[config.mk]
export PLATFORM = sky130hd
export DESIGN_NAME = unidade_busca
export DESIGN_NICKNAME = d
export VERILOG_FILES = /design/src/rtl/unidade_busca.sv
export SDC_FILE = /design/constraint.sdc
export NUM_CORES = 1
export LEC_CHECK = 0
export BUFFER_PORTS_ARGS = -buffer_cell sky130_fd_sc_hd__buf_4
export CAP_MARGIN = 15
export CORE_UTILIZATION = 45
export CTS_CLUSTER_DIAMETER = 30
export DETAILED_ROUTE_END_ITERATION = 8
export PLACE_DENSITY = 0.7
export SLEW_MARGIN = 40
export SYNTH_ARGS = -nofsm -noshare
export SYNTH_HDL_FRONTEND = slang
export SYNTH_SLANG_ARGS = --single-unit
export TNS_END_PERCENT = 30
[constraint.sdc]
create_clock -name clk -period 4.9 [get_ports clk]
set_clock_uncertainty 0.2 [all_clocks]
set_input_delay 1.47 -clock clk [delete_from_list [all_inputs] [get_ports clk]]
set_output_delay 1.47 -clock clk [all_outputs]
set_load 0.02 [all_outputs]
[src/rtl/unidade_busca.sv]
// Instruction fetch stage: PC, single-outstanding req/ack fetch, one-entry buffer to the decoder.
// Latency: ack at edge N -> inst_valid from N+1; accept at edge M -> next request in cycle M+1.
// Backpressure: inst_ready=0 holds the buffered word and stops fetching; redirects squash it.
// Optional feature macro: FETCH_ALIGN_CHECK_EN (misaligned redirect target -> sticky error, PARADO).
module unidade_busca #(
  parameter logic [31:0] PC_RESET = 32'h0000_0000
) (
  input  logic        clk,
  input  logic        reset,
  output logic        mem_req,
  output logic [31:0] mem_addr,
  input  logic        mem_ack,
  input  logic [31:0] mem_rdata,
  output logic [31:0] instrucao,
  output logic [31:0] pc_out,
  output logic        inst_valid,
  input  logic        inst_ready,
  input  logic        redir_en,
  input  logic        redir_tipo,
  input  logic [31:0] redir_pc,
  input  logic [25:0] redir_imm,
  output logic        erro_alinhamento
);

  typedef enum logic [2:0] {
    INICIO   = 3'd0,
    BUSCA    = 3'd1,
    DESCARTA = 3'd2,
    CHEIO    = 3'd3
`ifdef FETCH_ALIGN_CHECK_EN
    ,
    PARADO   = 3'd4
`endif
  } estado_t;

  estado_t     estado_q, estado_d;
  logic [31:0] pc_q, pc_d;
  logic [31:0] end_req_q, end_req_d;
  logic [31:0] instr_q, instr_d;
  logic [31:0] pc_buf_q, pc_buf_d;
  logic [31:0] pc_novo;
  logic [31:0] p4;
  logic [31:0] alvo_bruto;
  logic [31:0] alvo;
`ifdef FETCH_ALIGN_CHECK_EN
  logic        erro_q, erro_d;
  logic        alvo_desalinhado;
`endif

  // Redirect target: branch is PC+4 relative, jump keeps the upper nibble of PC+4
  always_comb begin
    p4 = redir_pc + 32'd4;
    if (redir_tipo) begin
      alvo_bruto = {p4[31:28], redir_imm, 2'b00};
    end else begin
      alvo_bruto = p4 + {{14{redir_imm[15]}}, redir_imm[15:0], 2'b00};
    end
`ifdef FETCH_ALIGN_CHECK_EN
    alvo             = alvo_bruto;
    alvo_desalinhado = |alvo_bruto[1:0];
`else
    // Without the check, a misaligned target is silently rounded down to a word
    alvo = alvo_bruto & ~32'd3;
`endif
  end

  // Next-state and datapath updates
  always_comb begin
    estado_d  = estado_q;
    pc_d      = pc_q;
    end_req_d = end_req_q;
    instr_d   = instr_q;
    pc_buf_d  = pc_buf_q;
    pc_novo   = redir_en ? alvo : pc_q;
`ifdef FETCH_ALIGN_CHECK_EN
    erro_d    = erro_q;
`endif
    case (estado_q)
      INICIO: begin
        estado_d  = BUSCA;
        pc_d      = PC_RESET;
        end_req_d = PC_RESET;
      end
      BUSCA: begin
        if (redir_en) begin
          pc_d = alvo;
          if (mem_ack) begin
            // Returned word belongs to the old path: drop it and fetch the target now
            end_req_d = alvo;
          end else begin
            // Request is still in flight; its address must stay put until the ack
            estado_d = DESCARTA;
          end
        end else if (mem_ack) begin
          instr_d  = mem_rdata;
          pc_buf_d = end_req_q;
          pc_d     = end_req_q + 32'd4;
          estado_d = CHEIO;
        end
      end
      DESCARTA: begin
        // Newest redirect wins; the stale word is thrown away on ack
        pc_d = pc_novo;
        if (mem_ack) begin
          end_req_d = pc_novo;
          estado_d  = BUSCA;
        end
      end
      CHEIO: begin
        if (redir_en) begin
          pc_d      = alvo;
          end_req_d = alvo;
          estado_d  = BUSCA;
        end else if (inst_ready) begin
          end_req_d = pc_q;
          estado_d  = BUSCA;
        end
      end
`ifdef FETCH_ALIGN_CHECK_EN
      PARADO: begin
        estado_d = PARADO;
      end
`endif
      default: begin
        estado_d = INICIO;
      end
    endcase
`ifdef FETCH_ALIGN_CHECK_EN
    // A misaligned target halts fetch entirely; only reset recovers
    if (redir_en && alvo_desalinhado &&
        (estado_q == BUSCA || estado_q == DESCARTA || estado_q == CHEIO)) begin
      estado_d  = PARADO;
      erro_d    = 1'b1;
      pc_d      = pc_q;
      end_req_d = end_req_q;
      instr_d   = instr_q;
      pc_buf_d  = pc_buf_q;
    end
`endif
  end

  // State register with synchronous reset
  always_ff @(posedge clk) begin
    if (reset) begin
      estado_q  <= INICIO;
      pc_q      <= PC_RESET;
      end_req_q <= PC_RESET;
      instr_q   <= 32'd0;
      pc_buf_q  <= 32'd0;
`ifdef FETCH_ALIGN_CHECK_EN
      erro_q    <= 1'b0;
`endif
    end else begin
      estado_q  <= estado_d;
      pc_q      <= pc_d;
      end_req_q <= end_req_d;
      instr_q   <= instr_d;
      pc_buf_q  <= pc_buf_d;
`ifdef FETCH_ALIGN_CHECK_EN
      erro_q    <= erro_d;
`endif
    end
  end

  // Outputs decoded from state
  always_comb begin
    mem_req    = (estado_q == BUSCA) || (estado_q == DESCARTA);
    inst_valid = (estado_q == CHEIO);
  end

  assign mem_addr  = end_req_q;
  assign instrucao = instr_q;
  assign pc_out    = pc_buf_q;
`ifdef FETCH_ALIGN_CHECK_EN
  assign erro_alinhamento = erro_q;
`else
  assign erro_alinhamento = 1'b0;
`endif

endmodule

==> run metrics, run 1 <==
status=complete, no violations; total CTS buffers=17; final slew viol count=0; # setup viols final=0; Final Wtd Congestion=0.870; Comb power frac=27.7%; Area growth syn-to-layout=35.6%; synthesized cell area=roughly 8600 um2; port buffer count=191; Detail Placement HPWL=19700 um; Iteration-0 DRC Markers=760; most used routing layer in global routing=met2; routed via count=around 9300; Max Freq=between 0.2 and 0.25 GHz; Die Span X=140 um; dpl cell area=~11000 um2; Worst-Margin Slew=just under 900 ps; Max transition margin=40.4%; most frequent cells after synthesis=229 x nand2_1, 130 x dfxtp_1, 127 x a21oi_1, 94 x nor2_1, 87 x o21ai_0; Final WS setup=roughly 200 ps; Hold WS=roughly 250 ps; Max Cap Viol=0; hold crit path type=register to register; Place WS=-254 ps; P_sw=~1.1 mW; critical path arrival=approximately 4800 ps; first-pass GRT wire length=approximately 43000 um; Routed Antenna Nets=0; Worst Setup EP=mem_addr[26]$_SDFFE_PP0P_; Clk pwr share=between 30% and 40%; GR Util met2=43.7%; top cell type's share of synthesized area=between 30% and 40%; count leader, synth=nand2_1; VDD IR max=around 270 uV; slowest CP cell=or3_4; Worst Path Required=~5000 ps; Sw Share=31.8%; GR Util met1=36.8%; drt drc=0; worst hold start=instrucao[11]$_SDFFE_PP0P_; top post-synthesis cells by area=dfxtp_1 30%, nand2_1 10%, a21oi_1 7.4%; RSZ-0062 raised after global routing=no; CTS tree=done; Tcrit/Tclk final=a little over nine tenths; die height=between 100 and 150 um; ys flop type=dfxtp_1; clk root buf=clkbuf_16; pwr dens=300 nW/um2; register area share after synthesis=a little over 30%; FP Rows=50; critical path type=input pin to register; Reg2Reg Capture Point=mem_addr[31]$_SDFFE_PP0P_; Final nets=1558; Fin. Hold Viols=0; DR WL/cell=approximately 16 um; n_diodes=0; Vias/cell=roughly 5.6; CTS Hold Bufs=0; Post-synth ARST share=0%; Initial Util=45.8%; CP Max Fanout=4; gr usage total=a little over a quarter; Final Cell Area=11600 um2; worst path bufs/invs=2; internal power=2.38 mW; Std-Cell Core Area=about 19000 um2; fin crit period=around 4700 ps; Clock Pin Slew Worst Setup and Hold Paths=about 60 ps; syn_area_per_cell=between 7 and 8 um2; Top Family by Delay on Critical Path=simple AND/OR/NAND/NOR gates; initial antenna violation count=0; Levels on crit path=16; die area=a little under 20000 um2; clock sinks=130; I/O pin count=195; number of synthesized flops with an enable pin=0; Routed Wire Length=26600 um; Setup crit end kind=register; Mapped Cells=roughly 1200; area leader, netlist=dfxtp_1; setup_tns=0 ps; leakage power=between 4 and 5 nW; vias in the first global route=approximately 8400; reg2reg start=estado_q[0]$_SDFFE_PP0P_; reg2reg setup slack=between 1500 and 2000 ps; Yosys cell types=between 60 and 70; DRT Pass-1 Iters=5; grt ovf=0; CP startpoint kind=input pin; largest net degree at the start of global routing=66; insertion delay to the later sink of the worst-skew pair=just over 400 ps; syn nets=approximately 1300; crit-path max cell delay=approximately 430 ps; Crit. Startpoint=redir_pc[4]; H-Tree Depth=4; crit-path cells=buf_4 -> and4_4 -> nand4_4 -> or3_4 -> nor2_1 -> xor2_1 -> ha_1 -> a21o_1 -> a21o_1 -> a221oi_1 -> nor3b_2 -> o21ai_0 -> buf_4 -> xor2_1 -> mux2i_1 -> o21ai_0; synth warn=0; Synth Register Bits=130; R2R cell count=8; Flop pwr share=between 30% and 40%; layout cell share with drive strength beyond 1=25.5%; met3 usage=3.79%; clock buffer depth=2
==> placed cells by master (no fill, tap or decap), drive strengths merged, types with 6 or more instances in the layout <==
cell type / instances
buf: 311
nand2: 229
dfxtp: 130
a21oi: 127
nor2: 95
o21ai: 87
xnor2: 49
ha: 41
xor2: 29
a21o: 26
nand3: 25
a22oi: 20
nand4: 19
inv: 19
nor3: 18
clkbuf: 18
and3: 15
o211ai: 13
a211oi: 12
a221oi: 10
and2: 9
mux2i: 7
nand2b: 7
and4: 7
a32o: 6
a32oi: 6
or3: 6
nor4: 6
nor3b: 6
==> sequential cells by signal (all words and copies together), names as in the netlist <==
| register | cells |
|---|---|
| estado_q | 2 |
| instrucao | 32 |
| mem_addr | 32 |
| pc_out | 32 |
| pc_q | 32 |
==> power by group through the flow <==
| stage | Sequential [mW] | Clock [mW] | Combinational, mW |
|---|---|---|---|
| 2_1_floorplan | 1.19 | 0 | 0.518 |
| 3_3_place_gp | 1.17 | 0 | 0.935 |
| 3_5_place_dp | 1.17 | 0 | 0.946 |
| 4_1_cts | 1.15 | 1.38 | 0.951 |
| 5_1_grt | 1.16 | 1.43 | 1.05 |
| 6_report | 1.15 | 1.37 | 0.966 |
==> logic make-up after synthesis <==
family          synth area share (%)
simple gates                    23.6
compound gates                  26.3
flops                           30.4
buf+inv                         4.07
xor+xnor                        8.06
fa+ha+maj                       6.22
mux                             1.39
other cells                   0.0438
==> routing by layer <==
layer	vias to the layer above	wire length, um
li1	4658	-
met1	4204	12300
met2	390	11900
met3	42	1860
met4	0	527
met5	-	0
==> through the flow <==
step           utilization [%]  cells  power, mW
2_1_floorplan                -   1163       1.71
3_3_place_gp              58.6   1635       2.10
3_5_place_dp              58.6   1635       2.12
4_1_cts                   62.0   1667       3.48
5_1_grt                   62.1   1667       3.63
6_report                  62.1   1667       3.48
==> layout make-up <==
cell class | instances | area, um2
Clock inverter | 14 | 204
Timing Repair Buffer | 311 | 2350
Inverter | 17 | 63.8
Sequential cell | 130 | 2600
Tap cell | 234 | 293
Fill cell | 1706 | 7080
Clock buffer | 18 | 439
Multi-Input combinational cell | 943 | 5670
==> how the worst min path moves through the flow <==
| stage | cells past startpoint | end | slack [ps] |
|---|---|---|---|
| 3_5_place_dp | 2 | pc_q[15]$_SDFFE_PP0P_ | 250 |
| 2_1_floorplan | 2 | pc_q[27]$_SDFFE_PP0P_ | 220 |
| 3_3_place_gp | 2 | pc_q[27]$_SDFFE_PP0P_ | 230 |
| 5_1_grt | 2 | pc_out[15]$_SDFFE_PP0P_ | 270 |
| 6_report | 2 | instrucao[11]$_SDFFE_PP0P_ | 250 |
| 4_1_cts | 2 | instrucao[0]$_SDFFE_PP0P_ | 260 |
==> worst reg2reg max path: cells and delay by family (launching register included) <==
family | cells | cell delay [ps]
AO/OA/AOI/OAI | 2 | 900
adder cells (fa/ha/maj) | 1 | 220
buffers and inverters | 1 | 90
flip-flops | 1 | 410
multiplexers | 1 | 460
AND/OR/NAND/NOR | 3 | 990
==> what timing repair did <==
action	4_1_cts	5_1_grt
setup endpoints to repair	0	9
setup buffers	0	0
gates resized for setup	0	6
(Power assumes the default switching activity.)
==> run 2, diff against run 1 <==
ABC_AREA = 1   (was not set)
PLACE_DENSITY = 0.69   (was 0.7)
SETUP_SLACK_MARGIN = 0.1   (was not set)
==> run 2 against run 1 <==
Compared with the run above: area after synthesis is 14% higher; critical path depth is 9 higher; worst setup slack better by 220 ps; global-route usage is 1.4 points higher; die area is 14% higher; total power is 6.1% higher; worst hold slack better by 7.4 ps; sequential share of layout area is 0.94 points lower; via count is 21% higher; routed wire length is 17% higher; flip-flop and latch count stayed put; cell area is 4.4% higher; critical endpoint is now mem_addr[27]$_SDFFE_PP0P_.
==> run metrics, run 2 <==
synthesized cell area=9780 um2 (+14%); clk root buf=clkbuf_16; Final Cell Area=12100 um2 (+4.4%); Area growth syn-to-layout=24.0%; DR WL/cell=14.9 um (-6.4%); Setup crit end kind=register; most frequent cells in the layout=543 x nand2_1, 219 x buf_4, 176 x nand3_1, 166 x a21oi_1, 139 x inv_1; Yosys cell types=47 (-29%); VDD IR max=241 uV (-12%); first-pass GRT wire length=50700 um (+19%); Final WS setup=415 ps (+216 ps); RSZ-0062 raised after global routing=yes; CP Max Fanout=3 (-1); Vias/cell=5.37 (-3.6%); Initial Util=46.2% (+0.43 points); Fin. Hold Viols=0 (unchanged); vias in the first global route=10400 (+24%); I/O pin count=195 (unchanged); fin cells=2090 (+25%); DRT Pass-1 Iters=6 (+1); die height=149 um (+6.7%); Std-Cell Core Area=21200 um2 (+13%); Detail Placement HPWL=23100 um (+17%); most used routing layer in global routing=met2; Tcrit/Tclk final=91.5% (-4.4 points); Max Cap Viol=0 (unchanged); Synth Register Bits=130 (unchanged); routed via count=11200 (+21%); met3 usage=5.03% (+1.2 points); Iteration-0 DRC Markers=667 (-12%); GR Util met1=36.1% (-0.67 points); most frequent cells after synthesis=544 x nand2_1, 176 x nand3_1, 167 x a21oi_1, 139 x inv_1, 130 x dfxtp_1; clock sinks=130 (unchanged); critical path arrival=4640 ps (-140 ps); area leader, netlist=dfxtp_1; ys flop type=dfxtp_1; CTS Hold Bufs=0 (unchanged); final slew viol count=0 (unchanged); top post-synthesis cells by area=dfxtp_1 27%, nand2_1 21%, nand3_1 9.0%; syn_area_per_cell=5.97 um2 (-19%); Routed Antenna Nets=0 (unchanged); Finished Core Util=57.3% (-4.8 points); setup_tns=0 ps (unchanged); Worst-Margin Slew=756 ps (-137 ps); H-Tree Depth=4 (unchanged); Clock Pin Slew Worst Setup and Hold Paths=60 ps (about the same); GR Util met2=47.0% (+3.3 points); Mapped Cells=1638 (+41%); total CTS buffers=17 (unchanged); critical path type=input pin to register; layout cell share with drive strength beyond 1=16.9% (-8.7 points); count leader, synth=nand2_1; syn nets=1776 (+37%); Worst Path Required=5060 ps (+80 ps); Final Total Pwr=3.70 mW (+6.1%); Final nets=1940 (+25%); gr usage total=28.2% (+1.4 points); synth warn=0 (unchanged); Max Freq=0.223 GHz (+4.8%); clock buffer depth=2 (unchanged); # setup viols final=0 (unchanged); FP Rows=53 (+6.0%); Hold WS=261 ps (+7.45 ps); insertion delay to the later sink of the worst-skew pair=430 ps (+20 ps); die area=22300 um2 (+14%); Final Wtd Congestion=0.914 (+5.0%); largest net degree at the start of global routing=68 (+3.0%); dpl cell area=11500 um2 (+5.1%); drt drc=0 (unchanged); Post-synth ARST share=0% (unchanged); post_cts resized=0 (unchanged); register area share after synthesis=26.6% (-3.8 points); pwr dens=305 nW/um2 (+1.7%); Routed Wire Length=31200 um (+17%); grt ovf=0 (unchanged); number of synthesized flops with an enable pin=0 (unchanged); commonest non-fill, non-tap cell in the layout=nand2_1; CTS tree=done; Die Span X=149 um (+6.7%); status=complete, no violations; placed instance count=2058 (+26%); Max transition margin=49.5% (+9.1 points); leakage power=5.61 nW (+14%); fin crit period=4480 ps (-216 ps); hold crit path type=register to register; port buffer count=191 (unchanged); initial antenna violation count=0 (unchanged); setup bufs post-CTS=0 (unchanged); n_diodes=0 (unchanged); Place WS=43.6 ps (+298 ps); CP startpoint kind=input pin; top cell type's share of synthesized area=26.6% (-3.8 points)
==> run 2: worst max-delay path: stages <==
cell and delay, ps:
buf_4 80, ha_1 160, nand2_1 90, inv_2 70, nand3_2 130, nor3b_4 250
nand2_2 110, nor4_4 230, nand2_2 120, nor2_2 110, xnor2_1 130, inv_1 70
ha_1 330, nand2_1 100, nor2_1 200, nand2_1 100, nor2_1 90, nand2_1 80
nand3_1 100, nand3_1 170, nand3_1 180, nand2_1 60, inv_1 50, nand2_1 50
a21oi_1 110
==> run 2: area by class of cell <==
type | instances | area [um2]
clock buffer | 18 | 439
timing repair buffer | 221 | 1680
sequential | 130 | 2600
fill | 2165 | 9020
multi-input combinational | 1280 | 6330
tap | 275 | 344
clock inverter | 14 | 166
inverter | 152 | 571
==> run 2: kinds of logic (layout without fill, tap and decap cells) <==
logic type / after synthesis / count (layout) / share of synthesized area, %
other: 1 / 1 / 0.0383
adders and majority gates: 42 / 42 / 5.45
DFF: 130 / 130 / 26.6
AOI/OAI and AO/OA: 273 / 273 / 15.0
muxes: 2 / 2 / 0.205
and+or+nand+nor: 927 / 927 / 40.6
buffers and inverters: 228 / 405 / 9.04
xor gates and xnor gates: 35 / 35 / 3.13
==> run 2: path summary, 6_finish.rpt <==
path	start	to	slack, ps	cells past startpoint
min reg2reg	pc_q[2]$_SDFFE_PP0P_	pc_q[2]$_SDFFE_PP0P_	260	2
min	pc_q[2]$_SDFFE_PP0P_	pc_q[2]$_SDFFE_PP0P_	260	2
max	redir_pc[2]	mem_addr[27]$_SDFFE_PP0P_	420	25
max reg2reg	estado_q[0]$_SDFFE_PP0P_	mem_addr[13]$_SDFFE_PP0P_	1860	10
==> run 2: per-layer routing <==
metal / up-vias / part of all wire, %
met5: - / 0
met2: 352 / 46
met4: 0 / 2.9
met3: 59 / 6.2
li1: 5669 / -
met1: 5148 / 45
==> run 2: where the power goes <==
group          switching (mW)  internal [mW]
clock                   0.530          0.780
combinational           0.790          0.406
sequential             0.0732           1.12
==> run 3, diff against run 2 <==
GPL_TIMING_DRIVEN = 0   (was not set)
==> run 3 against run 2 <==
Compared with the run above: cell count increased by 2.3%; sequential share of layout area shrank 0.16 points; register-to-register slack lost 50 ps; critical path depth down 3; worst hold slack about the same; global-route usage grew 1.9 points; clock power down 5%; die area did not move; clock-buffer cell count is the same; flip-flop and latch count did not move; highest routed layer unchanged.
==> run metrics, run 3 (synthesis results as in run 2) <==
Final nets=1988 (+2.5%); Worst-Margin Slew=713 ps (-42.7 ps); commonest non-fill, non-tap cell in the layout=nand2_1; hold crit path type=register to register; largest net degree at the start of global routing=22 (-68%); hold path depth=2 (unchanged); Fin. Hold Viols=0 (unchanged); drt drc=0 (unchanged); grt ovf=0 (unchanged); Initial Util=46.2% (unchanged); die height=149 um (unchanged); # setup viols final=0 (unchanged); layout cell share with drive strength beyond 1=16.5% (-0.38 points); initial antenna violation count=0 (unchanged); fin crit period=4590 ps (+110 ps); CP Max Fanout=5 (+2); Detail Placement HPWL=26300 um (+14%); Worst Path Required=4990 ps (-70 ps); insertion delay to the later sink of the worst-skew pair=430 ps (about the same); CTS Hold Bufs=0 (unchanged); Crit. Startpoint=redir_pc[15]; final slew viol count=0 (unchanged); critical path arrival=4690 ps (+50 ps); clk root buf=clkbuf_16; DRT Pass-1 Iters=7 (+1); leakage power=5.60 nW (-0.14%); Routed Antenna Nets=0 (unchanged); n_diodes=0 (unchanged); setup_tns=0 ps (unchanged); FP Rows=53 (unchanged); WHS Endpoint=pc_out[4]$_SDFFE_PP0P_; crit-path cells=buf_4 -> inv_1 -> nor3_1 -> nor3b_4 -> nand2_2 -> nor4_4 -> nand2_2 -> xnor2_1 -> ha_1 -> nand2_1 -> nor2_4 -> nand2_1 -> nor2_1 -> nand2_1 -> nand2_1 -> nand2_1 -> nand3_1 -> nand3_1 -> nand2_1 -> inv_1 -> nand2_1 -> a21oi_1; VDD IR max=308 uV (+28%); total CTS buffers=17 (unchanged); clock sinks=130 (unchanged); first-pass GRT wire length=52600 um (+3.7%); Reg2Reg Capture Point=pc_q[13]$_SDFFE_PP0P_; most frequent CP cell=nand2_1; CP startpoint kind=input pin; Setup crit end kind=register; Max Freq=0.218 GHz (-2.4%); vias in the first global route=10300 (-0.45%); pwr dens=299 nW/um2 (-1.8%); die area=22300 um2 (unchanged); reg2reg setup slack=1810 ps (-50 ps); Tcrit/Tclk final=93.8% (+2.2 points); dpl cell area=11500 um2 (+0.14%); Routed Wire Length=33600 um (+7.6%); routed via count=11500 (+2.0%); Clock Pin Slew Worst Setup and Hold Paths=60 ps (about the same); Iteration-0 DRC Markers=929 (+39%); reg2reg start=estado_q[1]$_SDFFE_PP0P_; gr usage total=30.1% (+1.9 points); Area growth syn-to-layout=24.9%; Final Wtd Congestion=0.970 (+6.1%); Max transition margin=52.4% (+2.9 points); H-Tree Depth=4 (unchanged); status=complete, no violations; most frequent cells in the layout=540 x nand2_1, 195 x buf_4, 175 x nand3_1, 164 x a21oi_1, 139 x inv_1; Die Span X=149 um (unchanged); R2R cell count=10 (unchanged); Top Family by Delay on Critical Path=simple AND/OR/NAND/NOR gates; fillcell total=2142 (-1.1%); DR WL/cell=15.7 um (+5.1%); Final Cell Area=12200 um2 (+0.73%); port buffer count=188 (-1.6%); slowest CP cell=ha_1; worst path bufs/invs=3 (-1); Max Cap Viol=0 (unchanged); Vias/cell=5.36 (-0.28%); CTS tree=done; crit-path max cell delay=380 ps (+50 ps); worst hold start=pc_out[4]$_SDFFE_PP0P_; critical path type=input pin to register; Std-Cell Core Area=21200 um2 (unchanged); I/O pin count=195 (unchanged); RSZ-0062 raised after global routing=yes; clock buffer depth=2 (unchanged)
==> run 3: changes by cell type in the layout (fill, tap and decap cells not counted), sizes merged <==
| cell | delta |
|---|---|
| buf | -3 |
| bufinv | -1 |
| clkbuf | +51 |
| clkinv | +4 |
| inv | -3 |
==> run 3: where the power goes <==
part           switching, mW  internal (mW)  leakage (nW)
Combinational          0.839          0.405          4.28
Sequential            0.0606           1.12          1.05
Clock                  0.532          0.703         0.268
==> run 3: worst max-delay path by stage <==
| stage | cells after the start | to | slack [ps] |
|---|---|---|---|
| 2_1_floorplan | 24 | mem_addr[29]$_SDFFE_PP0P_ | 560 |
| 3_3_place_gp | 26 | mem_addr[31]$_SDFFE_PP0P_ | -130 |
| 3_5_place_dp | 28 | mem_addr[31]$_SDFFE_PP0P_ | -200 |
| 4_1_cts | 28 | mem_addr[31]$_SDFFE_PP0P_ | 230 |
| 5_1_grt | 30 | mem_addr[31]$_SDFFE_PP0P_ | 20 |
| 6_report | 22 | mem_addr[27]$_SDFFE_PP0P_ | 310 |
==> run 3: through the flow <==
| step | instances | hold WS [ps] | util (%) | worst slack (ps) | power, mW |
|---|---|---|---|---|---|
| floorplan | 1638 | 240 | - | 562 | 1.97 |
| global placement | 2101 | 248 | 54.5 | -126 | 2.39 |
| global route | 2138 | 274 | 57.8 | 22.0 | 3.85 |
| CTS | 2133 | 262 | 57.2 | 226 | 3.62 |
| detailed placement | 2101 | 252 | 54.5 | -196 | 2.40 |
| finish | 2138 | 261 | 57.8 | 305 | 3.66 |
==> run 3: layer usage <==
layer	vias to the layer above	routed length [um]	GRT usage (%)
met5	-	0	0
met4	0	898	9.69
met3	69	2520	5.06
met2	445	15200	48.2
met1	5183	14900	40.9
li1	5757	-	-
==> run 3: cell type report <==
type                    instances  area, um2  share of cell area (%)
multi-input cells            1280       6380                    52.2
inverters                     152        571                    4.67
flip-flops and latches        130       2600                    21.3
repair buffers                193       1450                    11.9
clock inverters                14        129                    1.05
clock buffers                  18        429                    3.51
plain buffers                  76        314                    2.57
well taps                     275        344                    2.82
==> run 3: timing repair <==
item | 4_1_cts | 5_1_grt
resized for setup | 0 | 22
setup endpoints to repair | 0 | 10
setup buffers | 0 | 5
==> run 3: worst reg2reg max path: cells and delay by family (launching register included) <==
family | cells | cell delay (ps)
adder cells (fa/ha/maj) | 1 | 210
buffers and inverters | 4 | 760
AND/OR/NAND/NOR | 3 | 1160
AO/OA/AOI/OAI | 2 | 290
flip-flops | 1 | 340
